`config.mk`:
```
export PLATFORM = sky130hd
export DESIGN_NAME = alu_exec_stage
export DESIGN_NICKNAME = d
export VERILOG_FILES = /design/src/rtl/alu_pkg.sv /design/src/rtl/alu.sv /design/src/rtl/alu_regfile.sv /design/src/rtl/alu_exec_stage.sv
export SDC_FILE = /design/constraint.sdc
export NUM_CORES = 1
export LEC_CHECK = 0
export ABC_AREA = 1
export BUFFER_PORTS_ARGS = -buffer_cell sky130_fd_sc_hd__buf_2
export CAP_MARGIN = 30
export CORE_AREA = 8 8 95 97
export CTS_CLUSTER_SIZE = 8
export DETAILED_ROUTE_END_ITERATION = 7
export DIE_AREA = 0 0 103 105
export GPL_TIMING_DRIVEN = 1
export HOLD_SLACK_MARGIN = 0.03
export PLACE_DENSITY = 0.8
export SLEW_MARGIN = 20
export SYNTH_ARGS = -nofsm -noshare
export SYNTH_HDL_FRONTEND = slang
export SYNTH_SLANG_ARGS = --single-unit
```
`constraint.sdc`:
```
create_clock -name clk -period 6.35 [get_ports clk]
set_clock_uncertainty 0.1 [all_clocks]
set_input_delay 0.3175 -clock clk [delete_from_list [all_inputs] [get_ports clk]]
set_output_delay 0.3175 -clock clk [all_outputs]
set_load 0.02 [all_outputs]
```
`src/rtl/alu_pkg.sv`:
```
// rtl/alu_pkg.sv - shared ALU opcode, flag index and width constants
package alu_pkg;

  localparam int DATA_W = 8;
  localparam int NZVC_W = 4;

  // ALU_Sel encodings
  localparam logic [2:0] OP_ADD = 3'd0;
  localparam logic [2:0] OP_INC = 3'd1;
  localparam logic [2:0] OP_SUB = 3'd2;
  localparam logic [2:0] OP_DEC = 3'd3;
  localparam logic [2:0] OP_AND = 3'd4;
  localparam logic [2:0] OP_OR  = 3'd5;
  localparam logic [2:0] OP_XOR = 3'd6;
  localparam logic [2:0] OP_NOT = 3'd7;

  // Bit positions inside the {N,Z,V,C} flag vector
  localparam int NZVC_N = 3;
  localparam int NZVC_Z = 2;
  localparam int NZVC_V = 1;
  localparam int NZVC_C = 0;

endpackage

```
`src/rtl/alu.sv`:
```
// rtl/alu.sv - combinational 8-bit ALU with NZVC flags
module alu
  import alu_pkg::*;
(
  input  logic [DATA_W-1:0] A,
  input  logic [DATA_W-1:0] B,
  input  logic [2:0]        ALU_Sel,
  output logic [DATA_W-1:0] Result,
  output logic [NZVC_W-1:0] NZVC
);

  localparam int MSB = DATA_W - 1;

  logic [DATA_W:0] sum;
  logic            c;
  logic            v;

  // Result and carry/overflow per opcode; C is carry-out for add/inc and borrow for sub/dec
  always_comb begin
    sum    = '0;
    c      = 1'b0;
    v      = 1'b0;
    Result = '0;
    case (ALU_Sel)
      OP_ADD: begin
        sum    = {1'b0, A} + {1'b0, B};
        Result = sum[MSB:0];
        c      = sum[DATA_W];
        v      = (A[MSB] == B[MSB]) && (Result[MSB] != A[MSB]);
      end
      OP_INC: begin
        sum    = {1'b0, A} + (DATA_W+1)'(1);
        Result = sum[MSB:0];
        c      = sum[DATA_W];
        v      = !A[MSB] && Result[MSB];
      end
      OP_SUB: begin
        sum    = {1'b0, A} - {1'b0, B};
        Result = sum[MSB:0];
        c      = sum[DATA_W];
        v      = (A[MSB] != B[MSB]) && (Result[MSB] != A[MSB]);
      end
      OP_DEC: begin
        sum    = {1'b0, A} - (DATA_W+1)'(1);
        Result = sum[MSB:0];
        c      = sum[DATA_W];
        v      = A[MSB] && !Result[MSB];
      end
      OP_AND:  Result = A & B;
      OP_OR:   Result = A | B;
      OP_XOR:  Result = A ^ B;
      OP_NOT:  Result = ~A;
      default: Result = '0;
    endcase
  end

  // Pack the flag vector from the selected result
  always_comb begin
    NZVC         = '0;
    NZVC[NZVC_N] = Result[MSB];
    NZVC[NZVC_Z] = (Result == '0);
    NZVC[NZVC_V] = v;
    NZVC[NZVC_C] = c;
  end

endmodule

```
`src/rtl/alu_regfile.sv`:
```
// rtl/alu_regfile.sv - general register file, two async read ports, one write port
module alu_regfile #(
  parameter int DATA_W    = 8,
  parameter int REG_COUNT = 4,
  parameter int ADDR_W    = 2
) (
  input  logic              clk,
  input  logic              rst,
  input  logic [ADDR_W-1:0] raddr_a,
  output logic [DATA_W-1:0] rdata_a,
  input  logic [ADDR_W-1:0] raddr_b,
  output logic [DATA_W-1:0] rdata_b,
  input  logic              we,
  input  logic [ADDR_W-1:0] waddr,
  input  logic [DATA_W-1:0] wdata
);

  logic [DATA_W-1:0] regs [REG_COUNT];

  // Register storage; every entry including r0 is writable
  always_ff @(posedge clk or posedge rst) begin
    if (rst) begin
      for (int i = 0; i < REG_COUNT; i++) regs[i] <= '0;
    end else if (we) begin
      regs[waddr] <= wdata;
    end
  end

  // Raw reads; bypassing of the in-flight result happens in the stage
  assign rdata_a = regs[raddr_a];
  assign rdata_b = regs[raddr_b];

endmodule

```
`src/rtl/alu_exec_stage.sv`:
```
// rtl/alu_exec_stage.sv - execute/writeback stage around the combinational ALU
module alu_exec_stage #(
  parameter int DATA_W    = 8,
  parameter int REG_COUNT = 4,
  parameter int ADDR_W    = 2
) (
  input  logic              clk,
  input  logic              rst,
  input  logic              cmd_valid,
  output logic              cmd_ready,
  input  logic [2:0]        cmd_op,
  input  logic [ADDR_W-1:0] cmd_ra,
  input  logic [ADDR_W-1:0] cmd_rb,
  input  logic              cmd_use_imm,
  input  logic [DATA_W-1:0] cmd_imm,
  input  logic [ADDR_W-1:0] cmd_rd,
  output logic              res_valid,
  input  logic              res_ready,
  output logic [DATA_W-1:0] res_data,
  output logic [3:0]        res_nzvc,
  output logic [ADDR_W-1:0] res_rd,
  output logic [3:0]        flags_q
);

  import alu_pkg::*;

  logic              accept;
  logic              wb;
  logic [DATA_W-1:0] rf_a;
  logic [DATA_W-1:0] rf_b;
  logic [DATA_W-1:0] op_a;
  logic [DATA_W-1:0] op_b;
  logic [DATA_W-1:0] alu_result;
  logic [NZVC_W-1:0] alu_nzvc;

  assign cmd_ready = !res_valid || res_ready;
  assign accept    = cmd_valid && cmd_ready;
  assign wb        = res_valid && res_ready;

  alu_regfile #(
    .DATA_W   (DATA_W),
    .REG_COUNT(REG_COUNT),
    .ADDR_W   (ADDR_W)
  ) u_regfile (
    .clk    (clk),
    .rst    (rst),
    .raddr_a(cmd_ra),
    .rdata_a(rf_a),
    .raddr_b(cmd_rb),
    .rdata_b(rf_b),
    .we     (wb),
    .waddr  (res_rd),
    .wdata  (res_data)
  );

  // Operand select: the held result is newer than the register file whether or not it retires this edge
  always_comb begin
    op_a = (res_valid && (res_rd == cmd_ra)) ? res_data : rf_a;
    if (cmd_use_imm) begin
      op_b = cmd_imm;
    end else begin
      op_b = (res_valid && (res_rd == cmd_rb)) ? res_data : rf_b;
    end
  end

  alu u_alu (
    .A      (op_a),
    .B      (op_b),
    .ALU_Sel(cmd_op),
    .Result (alu_result),
    .NZVC   (alu_nzvc)
  );

  // Result holding register; a new accept overrides the retire so back-to-back keeps res_valid high
  always_ff @(posedge clk or posedge rst) begin
    if (rst) begin
      res_valid <= 1'b0;
      res_data  <= '0;
      res_nzvc  <= '0;
      res_rd    <= '0;
    end else if (accept) begin
      res_valid <= 1'b1;
      res_data  <= alu_result;
      res_nzvc  <= alu_nzvc;
      res_rd    <= cmd_rd;
    end else if (wb) begin
      res_valid <= 1'b0;
    end
  end

  // Architectural flags only change when a result retires
  always_ff @(posedge clk or posedge rst) begin
    if (rst) begin
      flags_q <= '0;
    end else if (wb) begin
      flags_q <= res_nzvc;
    end
  end

endmodule

```
# Word-level counts from Yosys, hierarchy flattened
# Cells that the tools add are included.
dict set report op_classes {
  n_reduce_logical 16
  magnitude_cmp 4
  n_eq_ne 13
  n_bitwise 7
  n_addsub 4
  n_mux 17
}
# cell n
set op_table {}
lappend op_table {{8-bit two-way mux} 8}
lappend op_table {{8-bit one-hot mux with 8 select lines} 1}
lappend op_table {{8-bit binary-select mux with 2-bit select} 2}
lappend op_table {{32-bit bitwise mux} 1}
lappend op_table {{8-bit demux with 2-bit select} 1}
lappend op_table {{3-bit == test, second input constant} 4}
lappend op_table {{8-bit by 1-bit adder with 9-bit output, second input constant} 1}
lappend op_table {{8-bit by 8-bit adder with 9-bit output} 1}
lappend op_table {{3-bit >= comparator, second input constant} 3}
lappend op_table {{1-bit logical AND} 9}
lappend op_table {{2-bit inverter with 3-bit output} 3}
lappend op_table {{8-bit by 1-bit subtractor with 9-bit output, second input constant} 1}
lappend op_table {{8-bit by 8-bit subtractor with 9-bit output} 1}
lappend op_table {{8-bit AND} 1}
lappend op_table {{8-bit zero test} 1}
lappend op_table {{8-bit inverter} 1}
lappend op_table {{8-bit OR} 1}
lappend op_table {{1-bit one-hot mux with 4 select lines} 2}
lappend op_table {{8-bit bitwise XOR} 1}
lappend op_table {{3-bit by 2-bit == test with 1-bit output, second input constant} 2}
lappend op_table {{2-bit == test} 2}
lappend op_table {{3-bit by 1-bit == test with 1-bit output, second input constant} 1}
lappend op_table {{1-bit zero test} 3}
lappend op_table {{3-bit zero test} 1}
lappend op_table {{6 further kinds} 9}
dict set report word_totals {
  inputBits 22
  wordCells 70
  ff_bits 51
  output_inout_bits 20
}

# Longest topological paths before layout
dict set report depth {
  word_depth 10
  ltp_mapped 26
  ltp_nobuf 23
}

# Modules after synthesis
# From an unflattened synthesis, not the netlist that was laid out.
dict set report unflattened {
  cells_unflattened 803
  area_unflattened_um2 5183.7
}
# mod area_per_inst_um2 n_inst cells_each
set by_module_without_submodules {}
lappend by_module_without_submodules {alu_regfile 2057.0 1 298}
lappend by_module_without_submodules {alu 1928.1 1 341}
lappend by_module_without_submodules {alu_exec_stage 1198.6 1 164}

# Worst setup path after synthesis
# OpenSTA, ideal clock, no wires.
dict set report synth_timing {
  path_kind {input -> register}
  start {in cmd_rb[0]}
  end {reg res_nzvc[2]}
  required_time_ns 6.185
  stages 26
  n_path_buf 3
  arrival_time_ns 2.939
  slack_ns 3.246
  path_cell_list {buf_2 > inv_2 > o21ai_0 > nor2_1 > nand2_1 > buf_2 > o211ai_1 > o211ai_1 > and2_1 > inv_1 > ha_1 > buf_2 > inv_1 > a21oi_1 > nand2_1 > nand3_1 > nand2_1 > nand2_1 > nand3_1 > nor2_1 > nand2_1 > nor2_1 > nand3_1 > nor2_1 > nand2_1 > nand2_1}
}
dict set report synth_via {
  elab_chain_len 9
  word_cells_on_any_way 15
  classes_between {add/sub (2); eq/ne (1); mux (6); bitwise (4); reduce/logical (2)}
}
# element line
set synth_lines {}
lappend synth_lines {{from (decl)} alu_exec_stage.sv:13} ;# input logic [ADDR_W-1:0] cmd_rb,
lappend synth_lines {{2-bit inverter with 3-bit output (not written as such)} alu_regfile.sv:31} ;# assign rdata_b = regs[raddr_b];
lappend synth_lines {{8-bit binary-select mux with 2-bit select} alu_regfile.sv:31}
lappend synth_lines {{8-bit two-way mux (not written as such) (2 in a row)} alu_regfile.sv:31}
lappend synth_lines {{8-bit two-way mux *} alu_exec_stage.sv:62} ;# op_b = (res_valid && (res_rd == cmd_rb)) ? res_data : rf_b;
lappend synth_lines {{8-bit two-way mux *} alu_exec_stage.sv:59} ;# if (cmd_use_imm) begin
lappend synth_lines {{8-bit by 8-bit subtractor with 9-bit output, or another cell as far along} alu.sv:38} ;# sum = {1'b0, A} - {1'b0, B};
lappend synth_lines {{8-bit one-hot mux with 8 select lines *} alu.sv:24} ;# case (ALU_Sel)
lappend synth_lines {{8-bit zero test *} alu.sv:61} ;# NZVC[NZVC_Z] = (Result == '0);
lappend synth_lines {{to (signal assigned)} alu_exec_stage.sv:84} ;# res_nzvc <= alu_nzvc;
lappend synth_lines {{to (decl)} alu_exec_stage.sv:20} ;# output logic [3:0] res_nzvc,
# Mark *: on every way between the ends. The rest lies on a longest branch, timed or not. The select of a mux whose other input is x is not followed.
# A chain may end at the register's enable or synchronous reset.

# Worst setup path in the final report
dict set report layout_timing {
  start {in cmd_rb[0]}
  end {reg res_data[6]}
}
dict set report layout_via {
  elab_chain_len 8
  word_cells_on_any_way 14
  classes_between {add/sub (2); eq/ne (1); mux (6); bitwise (4); reduce/logical (1)}
}
# element line
set layout_lines {}
lappend layout_lines {{2-bit inverter with 3-bit output (not written as such)} alu_regfile.sv:31}
lappend layout_lines {{8-bit binary-select mux with 2-bit select} alu_regfile.sv:31}
lappend layout_lines {{8-bit two-way mux (not written as such) (2 in a row)} alu_regfile.sv:31}
lappend layout_lines {{8-bit two-way mux *} alu_exec_stage.sv:62}
lappend layout_lines {{8-bit two-way mux *} alu_exec_stage.sv:59}
lappend layout_lines {{8-bit by 8-bit subtractor with 9-bit output, or another cell as far along} alu.sv:38}
lappend layout_lines {{8-bit one-hot mux with 8 select lines *} alu.sv:24}
lappend layout_lines {{to (signal assigned)} alu_exec_stage.sv:83} ;# res_data <= alu_result;
lappend layout_lines {{to (decl)} alu_exec_stage.sv:19} ;# output logic [DATA_W-1:0] res_data,
# Marks and branches as above.

==> impl_metrics.ini <==
[detailed_routing]
drt_iter0_drc = 364
drcViolationCount = 0
met1_length_um = 6160
wl_met3_um = 1140
via_per_inst = 5.88
ant_nets = 0
routed_wl_um = 13700
top_layer_used = met4
drtPass1Iterations = 5
detail_route.wl_per_cell_um = 16.6
dr_wl_met2_um = 6130
vias = 4841

[placed_design]
io_buffers = 41
hpwl_um = 10600
gp_congestion = 0.941

[clock_tree]
clk_latency_ns = 0.32
cts.clk_slew.worst_paths_ns = 0.11
numCtsBuffers = 5
cts_setup_buffers = 0
root_buffer = clkbuf_8
cts_tree = done
h-tree-depth = 2
cts.sinks = 50
clk_path_buf_depth = 2
cts_resized = 0

[sta]
max_freq_mhz = 270
fin_setup_tns_ns = 0
max_slew_margin_pct = 52.7
finalSetupViolCount = 0
worst_pin_slew_ns = 0.706
finalCritPeriodShare_pct = 58.2
period_minus_slack_ns = 3.70
finalHoldViolations = 0
rsz0062_at_grt = false
maxSlewViolCount = 0

[pwr]
power_frac_seq_pct = 32.8
internal_power_mw = 0.852
power_mw = 1.75
power.share.switching_pct = 51.2
ir_worst_vdd_mv = 0.225
combinationalPowerShare_pct = 55.5
powerDensity_nw_per_um2 = 358
p_switching_mw = 0.895
power_leakage_nw = 2.49
clockPowerShare_pct = 11.7

[final_layout]
fillCellCount = 734
mostFrequentLayoutCell = nand2_1
final_cell_mix = nand2_1, nand3_1, o21ai_0
nets = 771
diodes = 0
area_delta_synth_final_pct = 7.12
final_layout_size_suffix_gt1_share_pct = 13.7

[synth]
synth_compound_area_share_pct = 15.2
synth_mux_area_share_pct = 0
syn_inst = 693
synth_warnings = 0
yosys.area_share.adder_pct = 8.31
synth.distinct_cells = 42
postSynthAreaPerCell_um2 = 6.56
seq_area_frac_synth_pct = 27.5
ys_ff_latch = 50
syn_nets = 744
synth_xor_xnor_area_share_pct = 1.35
synthSimpleGateAreaFrac_pct = 38.5
netlist_area_um2 = 4550
synth_top_family_by_area = simple AND/OR/NAND/NOR gates

[run_status]
outcome = finished clean

[global_route]
antenna_found_initial = 0
grt_usage_pct = 26.1
grt_max_degree = 34
first_global_vias = 4570
overflow = 0
grt_pass1_wl_um = 22700

[critical_path]
crit_fanout = 18
startpoint_type = primary input
cp.required_ns = 6.44
worst-setup-path-type = primary input to register
endpoint_kind = register
cp.arrival_ns = 3.79

[run]
maxCapViolCount = 0

[floorplanning]
core_area_um2 = 7530
die_h_um = 105
start_util_pct = 60.4
dieArea_um2 = 10800
io_pins = 42
rows = 32
die_w_um = 103

[worst_hold_path]
hp-class = primary input to register
## metal layers
metal | vias to the layer above | GRT usage (%)
met5 | - | 0
met4 | 0 | 6.93
met3 | 24 | 3.38
met2 | 226 | 40.3
met1 | 2270 | 37.0
li1 | 2321 | -
## registers in the layout, summed over array words and instances (netlist names)
register and count:
res_valid 1, u_regfile.regs 32, res_nzvc 3, flags_q 4, res_data 8, res_rd 2
## worst max-delay path, stage by stage
cell	delay (ns)
buf_2	0.26
inv_2	0.20
o21ai_0	0.23
nor2_1	0.09
nand2_1	0.38
o221ai_1	0.25
o211ai_1	0.12
and2_1	0.21
inv_1	0.06
ha_1	0.43
inv_1	0.15
nand2_1	0.10
nand2_1	0.06
nand2_1	0.06
nand3_1	0.12
o21ai_0	0.19
nor2_1	0.07
nor2_1	0.12
nand4_1	0.15
nand2_1	0.09
o21ai_0	0.11
## logic make-up (layout without fill, tap and decap cells)
group / Yosys count / count (layout)
AND/OR/NAND/NOR: 390 / 390
AO/OA/AOI/OAI: 122 / 122
buffers and inverters: 95 / 123
flip-flops: 50 / 50
adder cells (fa/ha/maj): 29 / 29
XOR/XNOR: 7 / 7
## power by group through the flow
| stage | registers, mW | clock network (mW) | logic, mW |
|---|---|---|---|
| finish | 0.574 | 0.204 | 0.970 |
| global placement | 0.569 | 0 | 0.932 |
| CTS | 0.568 | 0.207 | 0.959 |
| global route | 0.587 | 0.219 | 1.10 |
| floorplan | 0.567 | 0 | 0.705 |
| detailed placement | 0.574 | 0 | 0.952 |
## layout make-up
class	count	area, um^2	area share (%)
repair buffers	45	250	5.13
multi-input cells	548	2880	59.1
clock buffers	5	68.8	1.41
clock inverters	3	28.8	0.591
inverters	70	265	5.44
well taps	102	128	2.62
flip-flops and latches	50	1250	25.7
## cells in the mapped netlist
cell	number	area [um^2]
buf_6	5	56.3
inv_1	60	225
nor3_1	4	20.0
nor2_4	1	11.3
dfrtp_1	50	1250
and2_1	7	43.8
o21bai_1	3	22.5
or2_2	5	31.3
fa_1	2	40.0
a31oi_1	1	6.26
ha_1	27	338
nand3_1	77	385
o21ai_1	4	20.0
clkbuf_1	7	26.3
o21a_1	1	7.51
o211ai_1	16	120
nor2_2	6	37.5
inv_4	1	6.26
xor2_1	5	43.8
a21boi_0	1	7.51
a21oi_1	24	120
nor3_2	5	50.1
nand3_2	2	20.0
nand2_4	2	22.5
or2_1	1	6.26
nand2_2	13	81.3
nand3b_1	2	15.0
o221ai_1	4	35.0
buf_1	1	3.75
nand3_4	1	17.5
o21ai_2	1	8.76
inv_2	8	30.0
clkinv_1	1	3.75
a211oi_1	1	7.51
nand4_1	8	50.1
o21ai_0	65	325
buf_4	2	15.0
buf_2	10	50.1
a21oi_2	1	8.76
nor2_1	51	191
nand2_1	205	769
xnor2_1	2	17.5
## metrics by stage
step / hold slack [ns] / setup WS, ns / util [%] / area [um^2] / std cells
global route: 0.122 / 2.26 / 64.7 / 4870 / 823
global placement: 0.358 / 2.55 / 63.0 / 4750 / 813
detailed placement: 0.230 / 2.45 / 63.3 / 4770 / 814
CTS: 0.101 / 2.73 / 64.7 / 4870 / 823
floorplan: 0.338 / 3.25 / - / 4550 / 693
finish: 0.107 / 2.65 / 64.7 / 4870 / 823
## final timing paths
kind | depth (start not counted) | start | slack [ns] | to
setup / recovery | 21 | cmd_rb[0] | 2.65 | res_data[6]
hold / removal | 3 | cmd_rd[0] | 0.11 | res_rd[0]
setup reg to reg | 22 | res_rd[0] | 2.69 | res_nzvc[2]
hold reg to reg | 2 | flags_q[2] | 0.39 | flags_q[2]
max in group asynchronous | 4 | rst | 5.20 | u_regfile.regs[0]
min in group asynchronous | 3 | rst | 0.43 | u_regfile.regs[23]
## repair_timing
action	in CTS	in global routing
hold endpoints to repair	17	0
endpoints found under the setup margin	0	0
hold buffers	1	0
Note: power is estimated with default switching activity, not from simulation.
